File: src/rtl/serial_subtractor.sv
// rtl/serial_subtractor.sv - bit-serial N-bit two's-complement subtractor
//
// Computes a - b one bit per clock, LSB first, through a single full-adder
// cell evaluating A + ~B + 1 with the carry held in a flip-flop.
//
// Optional feature macro: SERIAL_SUB_ADDMODE_EN (adds the 'add' port; add=1
// computes a + b and reports the unsigned carry on 'borrow').
//
// Ports:
//   clk       clock, all state updates on the rising edge
//   rst       synchronous active-high reset
//   start     request, sampled only while ready=1
//   add       (SERIAL_SUB_ADDMODE_EN only) 1 = a + b, 0 = a - b
//   a, b      operands, captured on the accepted start
//   ready     high only in IDLE
//   done      one-cycle pulse when diff/borrow/overflow are updated
//   diff      result modulo 2^N
//   borrow    unsigned borrow (carry out in add mode)
//   overflow  signed overflow
module serial_subtractor #(
    parameter int N = 32
) (
    input  logic         clk,
    input  logic         rst,
    input  logic         start,
`ifdef SERIAL_SUB_ADDMODE_EN
    input  logic         add,
`endif
    input  logic [N-1:0] a,
    input  logic [N-1:0] b,
    output logic         ready,
    output logic         done,
    output logic [N-1:0] diff,
    output logic         borrow,
    output logic         overflow
);

    localparam int CW = (N > 1) ? $clog2(N) : 1;
    localparam logic [CW-1:0] LAST = CW'(N - 1);

    typedef enum logic [1:0] {
        S_IDLE = 2'd0,
        S_RUN  = 2'd1,
        S_DONE = 2'd2
    } state_t;

    state_t         state_q, state_d;
    logic [N-1:0]   sa_q, sa_d;
    logic [N-1:0]   sb_q, sb_d;
    logic           c_q, c_d;
    logic [CW-1:0]  cnt_q, cnt_d;
    logic [N-1:0]   diff_q, diff_d;
    logic           borrow_q, borrow_d;
    logic           ovf_q, ovf_d;
`ifdef SERIAL_SUB_ADDMODE_EN
    logic           add_q, add_d;
`endif

    logic accept;
    logic last_bit;
    logic s_bit;
    logic cout;

    assign accept   = (state_q == S_IDLE) && start;
    assign last_bit = (cnt_q == LAST);

    // Single full-adder cell on the current LSBs.
    assign s_bit = sa_q[0] ^ sb_q[0] ^ c_q;
    assign cout  = (sa_q[0] & sb_q[0]) | (sa_q[0] & c_q) | (sb_q[0] & c_q);

    // State register
    always_ff @(posedge clk) begin
        if (rst) begin
            state_q <= S_IDLE;
        end else begin
            state_q <= state_d;
        end
    end

    // Next-state logic
    always_comb begin
        state_d = state_q;
        case (state_q)
            S_IDLE:  if (start) state_d = S_RUN;
            S_RUN:   if (last_bit) state_d = S_DONE;
            S_DONE:  state_d = S_IDLE;
            default: state_d = S_IDLE;
        endcase
    end

    // Output logic
    always_comb begin
        ready = (state_q == S_IDLE);
        done  = (state_q == S_DONE);
    end

    assign diff     = diff_q;
    assign borrow   = borrow_q;
    assign overflow = ovf_q;

    // Datapath next-state. The minuend register doubles as the result shift
    // register: each sum bit enters at the MSB as the consumed LSB leaves, so
    // after N steps it holds the full result.
    always_comb begin
        sa_d     = sa_q;
        sb_d     = sb_q;
        c_d      = c_q;
        cnt_d    = cnt_q;
        diff_d   = diff_q;
        borrow_d = borrow_q;
        ovf_d    = ovf_q;
`ifdef SERIAL_SUB_ADDMODE_EN
        add_d    = add_q;
`endif
        if (accept) begin
            sa_d  = a;
            cnt_d = '0;
`ifdef SERIAL_SUB_ADDMODE_EN
            add_d = add;
            sb_d  = add ? b : ~b;
            c_d   = ~add;
`else
            sb_d  = ~b;
            c_d   = 1'b1;
`endif
        end else if (state_q == S_RUN) begin
            sa_d = {s_bit, sa_q[N-1:1]};
            sb_d = {1'b0, sb_q[N-1:1]};
            c_d  = cout;
            if (last_bit) begin
                // c_q is the carry into the MSB, cout the carry out of it.
                diff_d = {s_bit, sa_q[N-1:1]};
                ovf_d  = c_q ^ cout;
`ifdef SERIAL_SUB_ADDMODE_EN
                borrow_d = add_q ? cout : ~cout;
`else
                borrow_d = ~cout;
`endif
            end else begin
                cnt_d = cnt_q + CW'(1);
            end
        end
    end

    always_ff @(posedge clk) begin
        if (rst) begin
            sa_q     <= '0;
            sb_q     <= '0;
            c_q      <= 1'b0;
            cnt_q    <= '0;
            diff_q   <= '0;
            borrow_q <= 1'b0;
            ovf_q    <= 1'b0;
`ifdef SERIAL_SUB_ADDMODE_EN
            add_q    <= 1'b0;
`endif
        end else begin
            sa_q     <= sa_d;
            sb_q     <= sb_d;
            c_q      <= c_d;
            cnt_q    <= cnt_d;
            diff_q   <= diff_d;
            borrow_q <= borrow_d;
            ovf_q    <= ovf_d;
`ifdef SERIAL_SUB_ADDMODE_EN
            add_q    <= add_d;
`endif
        end
    end

endmodule

File: config.mk
export PLATFORM = sky130hd
export DESIGN_NAME = serial_subtractor
export DESIGN_NICKNAME = d
export VERILOG_FILES = /design/src/rtl/serial_subtractor.sv
export SDC_FILE = /design/constraint.sdc
export NUM_CORES = 1
export LEC_CHECK = 0
export BUFFER_PORTS_ARGS = -buffer_cell sky130_fd_sc_hd__buf_2
export CAP_MARGIN = 20
export CORE_MARGIN = 2
export CORE_UTILIZATION = 59
export CTS_BUF_LIST = sky130_fd_sc_hd__clkbuf_8
export CTS_CLUSTER_DIAMETER = 50
export DETAILED_ROUTE_END_ITERATION = 8
export GPL_TIMING_DRIVEN = 0
export PLACE_DENSITY = 0.95
export SYNTH_ARGS = -nofsm -noshare
export SYNTH_HDL_FRONTEND = slang
export SYNTH_SLANG_ARGS = --single-unit
File: constraint.sdc
create_clock -name clk -period 3.5 [get_ports clk]
set_clock_uncertainty 0.2 [all_clocks]
set_input_delay 0.7 -clock clk [delete_from_list [all_inputs] [get_ports clk]]
set_output_delay 0.7 -clock clk [all_outputs]
set_load 0.01 [all_outputs]
==> results.txt <==
Critical path capture point type -> output port
Final Hold Viols -> 0
Most common cell after layout, fill and taps aside -> buf_2
Outcome -> finished clean
Placer Congestion -> 0.8546
LEAKAGE -> 2.150 nW
WL/cell -> 15.00 um
Share of cells above drive strength 1 -> 27.95%
Crit Path Category -> reg2out
Startpoint class of the critical path -> flop
Clock sinks -> 106
Post-Syn Area per Cell -> 9.121 um2
Worst-skew pair later-pin latency -> 370 ps
Slowest cell delay on critical path -> 470 ps
Highest metal used -> met4
Starting DRT DRC Count -> 258
Post-synth EDFFs -> 0
Setup_tns -> 0 ps
Most used DFF post-synth -> dfxtp_1
Core ar. -> 6832 um2
Seq cells post-synth -> 106
Max Cap Viol -> 0
Post_cts resized -> 0
Starting density of the core -> 61.28%
Area leader, netlist -> dfxtp_1
Total number of vias -> 3849
Grt total ovfl -> 0
Slew at the pin closest to its max-slew limit -> 527.3 ps
DRC viols -> 0
Initial antenna violation count -> 0
Met3 routed WL -> 712 um
Crit Path Max Fanout -> 10
Final setup fails -> 0
Die W -> 88.24 um
Final Cycle Share -> 67.22%
Fmax -> 425.1 MHz
Remaining antenna violation count after routing -> 0
RSZ-0062 raised after global routing -> false
Die area -> 7785 um2
Synthesized area -> 4187 um2
Post-layout minimum cycle time -> 2353 ps
Share of the synthesized area in the top cell type -> 50.69%
Dpl hpwl -> 7184 um
CTS tree -> built
Asr flop ratio synth -> 0%
Setup Buffers After CTS -> 0
Slew Limit Fails -> 0
Fin Hold WS -> 255.5 ps
Syn Nets -> 529
Worst-path clk slew -> 110 ps
Leading cell types in the layout, fill and taps excluded -> 130 x buf_2, 106 x dfxtp_1, 68 x a21oi_1
Die Ht -> 88.24 um
Buffer and inverter count on the worst path -> 2
Synth area leaders -> dfxtp_1 51%, a21oi_1 8.1%, a22o_1 6.5%
I/O pins -> 103
Cell count after synthesis -> 459
First-pass GRT wire length -> 16120 um
CP Data Required Time -> 2600 ps
CTS Root Buffer Type -> clkbuf_8
Pre-antenna DRT Iters -> 4
Peak supply drop -> 293.3 uV
Area of the multi-input gates -> 1814 um2
Crit-path cells -> clkbuf_1 > nor2b_1 > buf_2
Layout Nets -> 641
Slew headroom -> 64.85%
HP Class -> reg2reg
# rows -> 30
Synthesis-to-layout area growth -> 20.74%
IO Port Bufs -> 101
Vias per Instance -> 5.728
Cell family with most CP delay -> buffers and inverters
# fillers -> 519
N_diodes -> 0
Register Area -> 2122 um2
Clock buffer count from CTS -> 9
Pwr dens -> 498.3 nW/um2
Ys Warns -> 0
Clock tree buffer depth -> 2
Vias in the first global route -> 3600
WL met2 -> 4772 um
Total global-route track usage -> 26.24%
Slowest cell on crit path -> dfxtp_1
Total wire length -> 10080 um
Pin count of the biggest net entering global routing -> 18
Register area share after synthesis -> 50.69%
DRT met1 WL -> 4416 um
Synth cell types -> 37
Worst Path Arrival -> 1450 ps
Post-CTS Hold Buffers -> 0
H-Tree Level Count -> 3
-- flip-flops by register name (all words and copies together) (netlist names) --
signal	flops
diff	32
sa_q	32
sb_q	32
cnt_q	5
state_q	2
borrow	1
c_q	1
overflow	1
-- area by class of cell --
cell class | instances | share of cell area [%]
timing repair buffer | 101 | 10.00
sequential | 106 | 41.98
tap | 96 | 2.376
multi-input combinational | 305 | 35.89
clock inverter | 7 | 2.351
inverter | 3 | 0.2228
clock buffer | 9 | 2.450
buffer | 45 | 4.728
-- power by group --
part,switching [mW],internal (mW),total [mW],leakage [nW]
combinational,0.179,0.131,0.310,1.16
clock,0.406,0.475,0.881,0.121
sequential,0.0505,1.28,1.33,0.870
-- worst register-to-register path, delay by kind of cell (launching register included) --
kind	cells	cell delay, ps
AOI/OAI and AO/OA	1	140
adders and majority gates	2	310
buffers and inverters	2	400
DFF	1	380
and+or+nand+nor	3	610
-- stage by stage --
step / setup WS, ps / area [um2] / utilization (%) / total power [mW] / instances
3_3_place_gp: 1338 / 4812 / 70.44 / 1.640 / 656
4_1_cts: 1168 / 5055 / 73.99 / 2.522 / 672
2_1_floorplan: 1620 / 4187 / - / 1.553 / 459
5_1_grt: 1029 / 5055 / 73.99 / 2.626 / 672
3_5_place_dp: 1313 / 4812 / 70.44 / 1.656 / 656
6_report: 1147 / 5055 / 73.99 / 2.519 / 672
-- kinds of logic after synthesis --
kind of cell	synth area share (%)
AO/OA/AOI/OAI	27.23
XOR/XNOR	0.6277
adder cells (fa/ha/maj)	1.076
buffers and inverters	5.977
flip-flops	50.69
multiplexers	0.5081
AND/OR/NAND/NOR	13.90
-- metal layers --
layer / vias to the layer above / GRT usage, %
li1: 1881 / -
met1: 1796 / 34.28
met2: 151 / 43.34
met3: 21 / 5.784
met4: 0 / 8.815
met5: - / 0
-- synthesized netlist by cell type, types with 2 or more instances --
cell type,count
nor2_1,40
a211oi_1,30
nor3_1,5
dfxtp_1,106
ha_1,2
nand2_1,64
xnor2_1,3
clkbuf_1,7
nor2b_1,2
a22o_1,31
nand2b_1,6
nand3b_1,3
a21o_1,2
o21ai_0,2
or3b_2,2
inv_1,3
a221oi_1,28
buf_2,29
a21oi_1,68
buf_4,7
nand3_1,3
-- worst paths after layout --
path / endpoint / cells after the start / slack, ps / start
setup / recovery: done / 3 / 1150 / state_q[0]
setup reg to reg: diff[28] / 8 / 1410 / cnt_q[0]
hold reg to reg: sb_q[25] / 2 / 260 / sb_q[26]
hold / removal: sb_q[25] / 2 / 260 / sb_q[26]
No activity file was read; power rests on OpenSTA's default activity.
